==> config.mk <==
export PLATFORM = sky130hd
export DESIGN_NAME = alu_arbiter
export DESIGN_NICKNAME = d
export VERILOG_FILES = /design/src/rtl/alu_arbiter.sv
export SDC_FILE = /design/constraint.sdc
export NUM_CORES = 1
export LEC_CHECK = 0
export ABC_AREA = 1
export CAP_MARGIN = 20
export CORE_AREA = 2 2 121 123
export CTS_BUF_LIST = sky130_fd_sc_hd__clkbuf_4 sky130_fd_sc_hd__clkbuf_8
export CTS_CLUSTER_SIZE = 10
export DETAILED_ROUTE_END_ITERATION = 7
export DIE_AREA = 0 0 123 125
export PLACE_DENSITY = 0.8
export RECOVER_POWER = 100
export SLEW_MARGIN = 15
export SYNTH_ARGS = -nofsm -noshare
export SYNTH_HDL_FRONTEND = slang
export SYNTH_SLANG_ARGS = --single-unit
==> constraint.sdc <==
create_clock -name clk -period 2.74 [get_ports clk]
set_clock_uncertainty 0.05 [all_clocks]
set_input_delay 0.548 -clock clk [delete_from_list [all_inputs] [get_ports clk]]
set_output_delay 0.548 -clock clk [all_outputs]
set_load 0.05 [all_outputs]
==> src/rtl/alu_arbiter.sv <==
// rtl/alu_arbiter.sv - two-port valid/ready arbiter in front of a shared combinational RV32 ALU
//
// Ports
//   clk, rst_n                 clock; synchronous active-low reset
//   req_valid/req_ready[1:0]   request handshake per port (0: execute, 1: branch/AGU)
//   req_i_en/b_en/funct3/funct7/rs1/rs2/tag[k]   op fields per port
//   resp_valid/resp_ready[1:0] response handshake per port
//   resp_rd, resp_tag          shared result and echoed tag, qualified by resp_valid[k]
//   alu_i_en..alu_rs2          registered operands to the ALU
//   alu_rd                     ALU combinational result
//
// Configuration
//   ALU_ARB_FIXED_PRIO_EN      port 0 always wins a simultaneous request (no last_grant);
//                              default build is round-robin.
module alu_arbiter #(
    parameter int TAG_W = 4
) (
    input  logic                  clk,
    input  logic                  rst_n,
    input  logic [1:0]            req_valid,
    output logic [1:0]            req_ready,
    input  logic [1:0]            req_i_en,
    input  logic [1:0]            req_b_en,
    input  logic [1:0][2:0]       req_funct3,
    input  logic [1:0][6:0]       req_funct7,
    input  logic [1:0][31:0]      req_rs1,
    input  logic [1:0][31:0]      req_rs2,
    input  logic [1:0][TAG_W-1:0] req_tag,
    output logic [1:0]            resp_valid,
    input  logic [1:0]            resp_ready,
    output logic [31:0]           resp_rd,
    output logic [TAG_W-1:0]      resp_tag,
    output logic                  alu_i_en,
    output logic                  alu_b_en,
    output logic [2:0]            alu_funct3,
    output logic [6:0]            alu_funct7,
    output logic [31:0]           alu_rs1,
    output logic [31:0]           alu_rs2,
    input  logic [31:0]           alu_rd
);

    typedef enum logic [1:0] {
        IDLE = 2'd0,
        EXEC = 2'd1,
        RESP = 2'd2
    } state_t;

    state_t             state;
    state_t             state_next;
    logic               grant;
    logic               accept;
    logic               op_id;
    logic               op_i_en;
    logic               op_b_en;
    logic [2:0]         op_funct3;
    logic [6:0]         op_funct7;
    logic [31:0]        op_rs1;
    logic [31:0]        op_rs2;
    logic [TAG_W-1:0]   op_tag;
    logic [31:0]        result;
`ifndef ALU_ARB_FIXED_PRIO_EN
    logic               last_grant;
`endif

    always_comb begin
        grant      = 1'b0;
        accept     = 1'b0;
        req_ready  = 2'b00;
        resp_valid = 2'b00;
        state_next = state;

        case (req_valid)
            2'b10:   grant = 1'b1;
`ifdef ALU_ARB_FIXED_PRIO_EN
            2'b11:   grant = 1'b0;
`else
            // Contention: the port that did not win last time goes first.
            2'b11:   grant = ~last_grant;
`endif
            default: grant = 1'b0;
        endcase

        // Handshake outputs are forced low while reset is asserted.
        accept = rst_n && (state == IDLE) && (req_valid != 2'b00);
        if (accept) begin
            req_ready[grant] = 1'b1;
        end
        if (rst_n && (state == RESP)) begin
            resp_valid[op_id] = 1'b1;
        end

        case (state)
            IDLE:    if (accept) state_next = EXEC;
            EXEC:    state_next = RESP;
            RESP:    if (resp_ready[op_id]) state_next = IDLE;
            default: state_next = IDLE;
        endcase
    end

    always_ff @(posedge clk) begin
        if (!rst_n) begin
            state      <= IDLE;
            op_id      <= 1'b0;
            op_i_en    <= 1'b0;
            op_b_en    <= 1'b0;
            op_funct3  <= 3'd0;
            op_funct7  <= 7'd0;
            op_rs1     <= 32'd0;
            op_rs2     <= 32'd0;
            op_tag     <= '0;
            result     <= 32'd0;
`ifndef ALU_ARB_FIXED_PRIO_EN
            last_grant <= 1'b1;
`endif
        end else begin
            state <= state_next;
            if (accept) begin
                op_id     <= grant;
                op_i_en   <= req_i_en[grant];
                op_b_en   <= req_b_en[grant];
                op_funct3 <= req_funct3[grant];
                op_funct7 <= req_funct7[grant];
                op_rs1    <= req_rs1[grant];
                op_rs2    <= req_rs2[grant];
                op_tag    <= req_tag[grant];
`ifndef ALU_ARB_FIXED_PRIO_EN
                last_grant <= grant;
`endif
            end
            if (state == EXEC) begin
                result <= alu_rd;
            end
        end
    end

    assign alu_i_en   = op_i_en;
    assign alu_b_en   = op_b_en;
    assign alu_funct3 = op_funct3;
    assign alu_funct7 = op_funct7;
    assign alu_rs1    = op_rs1;
    assign alu_rs2    = op_rs2;
    assign resp_rd    = result;
    assign resp_tag   = op_tag;

endmodule

==> out/summary.json, run 1 <==
{
  "antenna_cells": {"value": 0},
  "cp.required": {"value": 2.14, "unit": "ns"},
  "clkPwrFrac": {"value": 0.373},
  "ff_latch_area": {"value": 2320, "unit": "um2"},
  "status": {"value": "finished clean"},
  "powerDensity": {"value": 610, "unit": "nW/um2"},
  "finalSetupViolCount": {"value": 0},
  "maxSlewViolCount": {"value": 0},
  "final.period_utilization": {"value": 0.911},
  "post_cts_resize_count": {"value": 0},
  "grt_start_max_net_pins": {"value": 83},
  "synth_area_in_simple_gates": {"value": 0.375},
  "clkTransAtPathRegs": {"value": 0.07, "unit": "ns"},
  "grt_pass1_wl": {"value": 27800, "unit": "um"},
  "final.min_clock_period": {"value": 2.50, "unit": "ns"},
  "synth_area_in_xor_xnor": {"value": 0},
  "placementRows": {"value": 44},
  "wl_per_cell": {"value": 14.0, "unit": "um"},
  "crit_path_end_kind": {"value": "primary output"},
  "yosysSeqAreaShare": {"value": 0.446},
  "port_buffers": {"value": 313},
  "worst-slew-pin-transition": {"value": 0.985, "unit": "ns"},
  "power_leakage": {"value": 3.95, "unit": "nW"},
  "dpl.hpwl": {"value": 12100, "unit": "um"},
  "timing.reg2reg.worst_path_depth": {"value": 6},
  "hold_path_depth": {"value": 2},
  "total_area_of_multi_input_combinational_cells": {"value": 2530, "unit": "um2"},
  "reg2reg_setup_slack": {"value": 0.80, "unit": "ns"},
  "post_synth.cell_area_avg": {"value": 6.67, "unit": "um2"},
  "cts_tree": {"value": "built"},
  "route.vias.total": {"value": 6005},
  "power.share.combinational": {"value": 0.279},
  "timing.fmax": {"value": 400, "unit": "MHz"},
  "synthCells": {"value": 781},
  "critical_path.most_common_cell": {"value": "sky130_fd_sc_hd__nand2_1"},
  "synth-compound-area-share": {"value": 0.110},
  "clk_root_buf": {"value": "sky130_fd_sc_hd__clkbuf_8"},
  "total_clock_buffers_created_by_cts": {"value": 17},
  "post_cts.repair.setup_buffers": {"value": 0},
  "floorplan.initialDensity": {"value": 0.367},
  "fin_tns_setup": {"value": 0, "unit": "ns"},
  "hold_viol_final": {"value": 0},
  "n_fill_cell": {"value": 1278},
  "postCtsHoldBufs": {"value": 0},
  "p_int": {"value": 3.74, "unit": "mW"},
  "mostFrequentLayoutCell": {"value": "sky130_fd_sc_hd__nand2_1"},
  "finish.utilization": {"value": 0.624},
  "critPathMaxStageDelay": {"value": 0.72, "unit": "ns"},
  "detail_route.vias_per_cell": {"value": 4.77},
  "gp_congestion": {"value": 0.796},
  "cp-start-kind": {"value": "primary input"},
  "worst-setup-path-type": {"value": "primary input to primary output"},
  "regToRegStartpoint": {"value": "state[1]"},
  "globalRoute.totalOverflow": {"value": 0},
  "rsz0062_at_grt": {"value": "false"},
  "switchingPower": {"value": 1.66, "unit": "mW"},
  "layout_common_cells": {"value": "sky130_fd_sc_hd__nand2_1, sky130_fd_sc_hd__clkdlybuf4s50_1, sky130_fd_sc_hd__dfxtp_1"},
  "switching_share": {"value": 0.308},
  "timing.critical_path.fanout_max": {"value": 7},
  "worstPathCellList": {"value": "dlygate4sd3_1, nand2_1, nor2_4, nand2_1, inv_1, clkbuf_2"},
  "ys_warn_count": {"value": 0},
  "hold_path_startpoint": {"value": "alu_funct3[2]"},
  "ir_drop": {"value": 0.000335, "unit": "V"},
  "rr_endpoint": {"value": "alu_funct7[4]"},
  "syn_nets": {"value": 979},
  "power.sequential.fraction": {"value": 0.348},
  "hold-path-endpoint": {"value": "alu_funct3[2]"},
  "worst_skew_pair.late_latency": {"value": 0.43, "unit": "ns"},
  "final_layout_size_suffix_gt1_frac": {"value": 0.0493},
  "core-area": {"value": 14200, "unit": "um2"},
  "htree_levels": {"value": 4},
  "ys_ff_latch": {"value": 116},
  "die_width": {"value": 123, "unit": "um"},
  "max_cap_violations": {"value": 0},
  "firstDrtPassIters": {"value": 5},
  "critical_path.top_delay_family": {"value": "buffers and inverters"},
  "dieHeight": {"value": 125, "unit": "um"},
  "slew_headroom": {"value": 0.342},
  "synth_adder_area_share": {"value": 0},
  "first_global_vias": {"value": 5703},
  "detail_route.iter0.violations": {"value": 248},
  "timing.hold.worst.class": {"value": "flop to flop"},
  "cts_num_sinks": {"value": 116},
  "synth.area.mux_share": {"value": 0},
  "synth_area": {"value": 5210, "unit": "um2"},
  "crit_arrival": {"value": 1.90, "unit": "ns"},
  "dominant_combinational_cell_family_by_area_after_synthesis": {"value": "simple AND/OR/NAND/NOR gates"},
  "finalWirelength": {"value": 17600, "unit": "um"},
  "path_buf_inv": {"value": 3},
  "max-clock-path-buffers": {"value": 2},
  "final_nets": {"value": 1260},
  "ant_nets": {"value": 0},
  "design.die.area": {"value": 15400, "unit": "um2"},
  "unique_masters_post_synth": {"value": 17},
  "top_level_ports": {"value": 314},
  "gr-usage-all-layers": {"value": 0.227},
  "cpMaxStageDelayCell": {"value": "sky130_fd_sc_hd__dlygate4sd3_1"},
  "drc_errors": {"value": 0},
  "number_of_antenna_violations_at_the_first_check_in_global_routing": {"value": 0},
  "area.growth.synth_to_final": {"value": 70.1, "unit": "%"}
}
[synthesized netlist by cell type]
cell type | n | area share
sky130_fd_sc_hd__nor2_4 | 1 | 0.0022
sky130_fd_sc_hd__buf_1 | 7 | 0.0050
sky130_fd_sc_hd__nand2_2 | 2 | 0.0024
sky130_fd_sc_hd__nand3_4 | 1 | 0.0034
sky130_fd_sc_hd__buf_4 | 9 | 0.013
sky130_fd_sc_hd__nand2_1 | 327 | 0.24
sky130_fd_sc_hd__buf_2 | 15 | 0.014
sky130_fd_sc_hd__inv_2 | 2 | 0.0014
sky130_fd_sc_hd__inv_1 | 5 | 0.0036
sky130_fd_sc_hd__clkbuf_1 | 21 | 0.015
sky130_fd_sc_hd__nor2_2 | 2 | 0.0024
sky130_fd_sc_hd__nand3_1 | 82 | 0.079
sky130_fd_sc_hd__a21oi_1 | 81 | 0.078
sky130_fd_sc_hd__nor2_1 | 69 | 0.050
sky130_fd_sc_hd__buf_6 | 8 | 0.017
sky130_fd_sc_hd__dfxtp_1 | 116 | 0.45
sky130_fd_sc_hd__o21ai_0 | 33 | 0.032
[worst max-delay path by stage]
stage	from	to	slack, ns	cells past startpoint
5_1_grt	rst_n	req_ready[1]	0.17	6
6_report	rst_n	req_ready[1]	0.24	6
3_3_place_gp	rst_n	req_ready[1]	0.33	6
4_1_cts	rst_n	req_ready[1]	0.35	6
2_1_floorplan	req_valid[1]	req_ready[0]	0.40	5
3_5_place_dp	rst_n	req_ready[1]	0.35	6
[power groups by stage]
stage	clock network [mW]	registers, mW	logic, mW
final	2.01	1.88	1.51
after global routing	2.13	1.90	1.63
after CTS	2.05	1.89	1.58
after detailed placement	0	1.92	1.57
after global placement	0	1.92	1.56
after floorplan	0	2.36	0.486
[layout make-up]
type                       count  area share
sequential                   116       0.262
clock buffer                  21      0.0319
inverter                       7     0.00297
timing repair buffer         322       0.366
multi-input combinational    598       0.285
clock inverter                10      0.0254
tap                          184      0.0260
[cell families after synthesis]
group	after synthesis
AND/OR/NAND/NOR	484
AO/OA/AOI/OAI	114
buffers and inverters	67
flip-flops	116
[sequential cells by signal (all words and copies together), names as in the netlist]
register / flops
alu_funct7: 7
state: 2
alu_i_en: 1
alu_rs1: 32
resp_tag: 4
alu_rs2: 32
last_grant: 1
op_id: 1
resp_rd: 32
alu_funct3: 3
alu_b_en: 1
[worst reg2reg max path, stage by stage (launching register included)]
cell	delay [ns]
sky130_fd_sc_hd__dfxtp_1	0.34
sky130_fd_sc_hd__nor2_4	0.15
sky130_fd_sc_hd__nand2_1	0.10
sky130_fd_sc_hd__nor2_4	0.10
sky130_fd_sc_hd__clkbuf_4	0.70
sky130_fd_sc_hd__nand2_1	0.26
sky130_fd_sc_hd__a21oi_1	0.16
[metal layers]
metal,track usage,vias to the layer above,share of wire
met4,0.0949,0,0.030
met3,0.0849,34,0.099
met2,0.387,222,0.48
met1,0.252,2688,0.39
met5,0,-,0
li1,-,3061,-
[metrics by stage]
stage	total power, mW	worst slack, ns	hold slack, ns	instance area, um2	instances
after floorplan	2.85	0.398	0.399	5210	781
after global placement	3.48	0.331	0.401	8400	1227
after detailed placement	3.50	0.353	0.404	8400	1227
after CTS	5.52	0.346	0.414	8910	1258
after global routing	5.66	0.168	0.426	8860	1258
final	5.40	0.243	0.410	8860	1258
Power figures use the tool's default switching activity.
==> run 2: changes to the inputs <==
GPL_TIMING_DRIVEN = 0   (was unset)
==> run 2 against run 1 <==
Net effect:
- clock power decreased by 16%
- highest routed layer unchanged
- global-route usage increased by 2.4 points
- critical path depth decreased by 1
- count of clock-buffer cells in the layout decreased by 3
- worst hold slack got worse by 0.0022 ns
- power decreased by 4.9%
- critical endpoint is now req_ready[0]
- sequential cell count unchanged
- non-clock buffer count increased by 48
- first-iteration DRC count increased by 25%
- worst setup slack got worse by 0.11 ns
- sequential power about the same
==> out/summary.json, run 2 (synthesized netlist as in run 1, its figures left out) <==
{
  "status": {"value": "finished clean"},
  "final.period_utilization": {"value": 0.950},
  "placed_cells_incl_taps": {"value": 1277},
  "timing.reg2reg.worst_path_depth": {"value": 7},
  "finalWirelength": {"value": 19300, "unit": "um"},
  "total_area_of_multi_input_combinational_cells": {"value": 2540, "unit": "um2"},
  "worst_skew_pair.late_latency": {"value": 0.43, "unit": "ns"},
  "path_buf_inv": {"value": 3},
  "clk_root_buf": {"value": "sky130_fd_sc_hd__clkbuf_8"},
  "route.vias.total": {"value": 6235},
  "crit_path_end_kind": {"value": "primary output"},
  "placementRows": {"value": 44},
  "globalRoute.totalOverflow": {"value": 0},
  "finish.utilization": {"value": 0.631},
  "post_cts.repair.setup_buffers": {"value": 0},
  "first_global_vias": {"value": 5988},
  "clkTransAtPathRegs": {"value": 0.06, "unit": "ns"},
  "placement.setup.worst_slack": {"value": -0.830, "unit": "ns"},
  "hold_path_depth": {"value": 2},
  "core-area": {"value": 14200, "unit": "um2"},
  "final_cell_count_no_fill": {"value": 1304},
  "ir_drop": {"value": 0.000467, "unit": "V"},
  "timing.hold.worst.class": {"value": "flop to flop"},
  "htree_levels": {"value": 4},
  "timing.fmax": {"value": 384, "unit": "MHz"},
  "hold_viol_final": {"value": 0},
  "reg2reg_setup_slack": {"value": 1.10, "unit": "ns"},
  "power_leakage": {"value": 4.00, "unit": "nW"},
  "number_of_antenna_violations_at_the_first_check_in_global_routing": {"value": 0},
  "mostFrequentLayoutCell": {"value": "sky130_fd_sc_hd__nand2_1"},
  "crit_arrival": {"value": 2.01, "unit": "ns"},
  "critPathMaxStageDelay": {"value": 0.47, "unit": "ns"},
  "timing.critical_path.fanout_max": {"value": 19},
  "detail_route.iter0.violations": {"value": 309},
  "worst_case_setup_margin_in_the_final_layout": {"value": 0.136, "unit": "ns"},
  "worstSetupPathDepth": {"value": 5},
  "layout_common_cells": {"value": "sky130_fd_sc_hd__nand2_1, sky130_fd_sc_hd__clkdlybuf4s50_1, sky130_fd_sc_hd__dfxtp_1"},
  "slew_headroom": {"value": 0.576},
  "wl_per_cell": {"value": 14.8, "unit": "um"},
  "worst-setup-path-type": {"value": "primary input to primary output"},
  "ff_latch_area": {"value": 2320, "unit": "um2"},
  "port_buffers": {"value": 312},
  "final_layout_size_suffix_gt1_frac": {"value": 0.0580},
  "critical_path.top_delay_family": {"value": "buffers and inverters"},
  "rsz0062_at_grt": {"value": "false"},
  "firstDrtPassIters": {"value": 5},
  "top_level_ports": {"value": 314},
  "gr-usage-all-layers": {"value": 0.252},
  "cp.required": {"value": 2.14, "unit": "ns"},
  "detail_route.vias_per_cell": {"value": 4.78},
  "maxSlewViolCount": {"value": 0},
  "gp_congestion": {"value": 0.856},
  "dpl.hpwl": {"value": 14600, "unit": "um"},
  "powerDensity": {"value": 573, "unit": "nW/um2"},
  "rr_endpoint": {"value": "alu_rs2[6]"},
  "grt_pass1_wl": {"value": 30300, "unit": "um"},
  "cts_tree": {"value": "built"},
  "drc_errors": {"value": 0},
  "design.die.area": {"value": 15400, "unit": "um2"},
  "grt_start_max_net_pins": {"value": 20},
  "antenna_cells": {"value": 0},
  "hold_path_startpoint": {"value": "alu_rs1[20]"},
  "worstPathCellList": {"value": "clkdlybuf4s50_1, buf_2, nand3_4, nor2_1, clkbuf_4"},
  "cts_num_sinks": {"value": 116},
  "floorplan.initialDensity": {"value": 0.367},
  "cpMaxStageDelayCell": {"value": "sky130_fd_sc_hd__clkdlybuf4s50_1"},
  "dieHeight": {"value": 125, "unit": "um"},
  "worst-slew-pin-transition": {"value": 0.635, "unit": "ns"},
  "regToRegStartpoint": {"value": "last_grant"},
  "ant_nets": {"value": 0},
  "cp-start-kind": {"value": "primary input"},
  "n_fill_cell": {"value": 1288},
  "hold-path-endpoint": {"value": "alu_rs1[20]"},
  "max-clock-path-buffers": {"value": 2},
  "die_width": {"value": 123, "unit": "um"},
  "final_nets": {"value": 1308},
  "area.growth.synth_to_final": {"value": 72.2, "unit": "%"},
  "total_clock_buffers_created_by_cts": {"value": 17},
  "finalSetupViolCount": {"value": 0},
  "postCtsHoldBufs": {"value": 0},
  "final.min_clock_period": {"value": 2.60, "unit": "ns"},
  "max_cap_violations": {"value": 0}
}
run 2: changes by cell type in the layout (fill, tap and decap cells not counted), sizes merged:
cell           change
clkinvlp           +1
buf               +17
bufinv             -3
clkbuf            +26
dlygate4sd3        -1
clkdlybuf4s50      +1
clkinv             +3
clkdlybuf4s15      +2
run 2: worst max-delay path by stage:
stage / startpoint / endpoint / slack, ns
5_1_grt: rst_n / resp_valid[0] / 0.03
6_report: rst_n / req_ready[0] / 0.14
3_5_place_dp: req_valid[0] / req_ready[0] / -0.83
3_3_place_gp: req_valid[0] / req_ready[0] / -0.85
2_1_floorplan: req_valid[1] / req_ready[0] / 0.40
4_1_cts: req_valid[0] / req_ready[0] / 0.02
run 2: layer usage:
layer	up-vias	global-route usage	wire, um
li1	3162	-	-
met4	0	0.0909	484
met1	2808	0.280	7570
met5	-	0	0
met3	33	0.102	1890
met2	232	0.428	9410
run 2: final cells by class:
cell class                 instances  share of cell area
timing repair buffer             312               0.348
multi-input combinational        598               0.283
sequential                       116               0.259
buffer                            58              0.0356
clock buffer                      18              0.0276
tap                              184              0.0257
clock inverter                    11              0.0180
inverter                           7             0.00293
run 2: what timing repair did:
| item | in CTS | in global routing |
|---|---|---|
| cloned | 0 | 0 |
| resized for setup | 20 | 0 |
| endpoints found under the setup margin | 4 | 2 |
run 2: metrics by stage:
| step | cell area (um2) | setup TNS (ns) | hold slack, ns | power (mW) |
|---|---|---|---|---|
| CTS | 8980 | 0 | 0.413 | 5.23 |
| finish | 8960 | 0 | 0.408 | 5.14 |
| global route | 8960 | 0 | 0.423 | 5.39 |
| global placement | 8560 | -2.60 | 0.400 | 3.52 |
| floorplan | 5210 | 0 | 0.399 | 2.85 |
| detailed placement | 8560 | -2.66 | 0.403 | 3.54 |
run 2: worst min-delay path, stage by stage (launching register included):
cell	delay (ns)
sky130_fd_sc_hd__dfxtp_1	0.30
sky130_fd_sc_hd__nand2_1	0.05
sky130_fd_sc_hd__a21oi_1	0.05
run 2: power breakdown:
| part | switching (mW) | leakage (nW) | total, mW | internal (mW) |
|---|---|---|---|---|
| sequential | 0.0621 | 0.950 | 1.88 | 1.82 |
| clock | 0.697 | 0.210 | 1.69 | 0.992 |
| combinational | 0.956 | 2.84 | 1.57 | 0.610 |
| total | 1.72 | 4.00 | 5.14 | 3.42 |
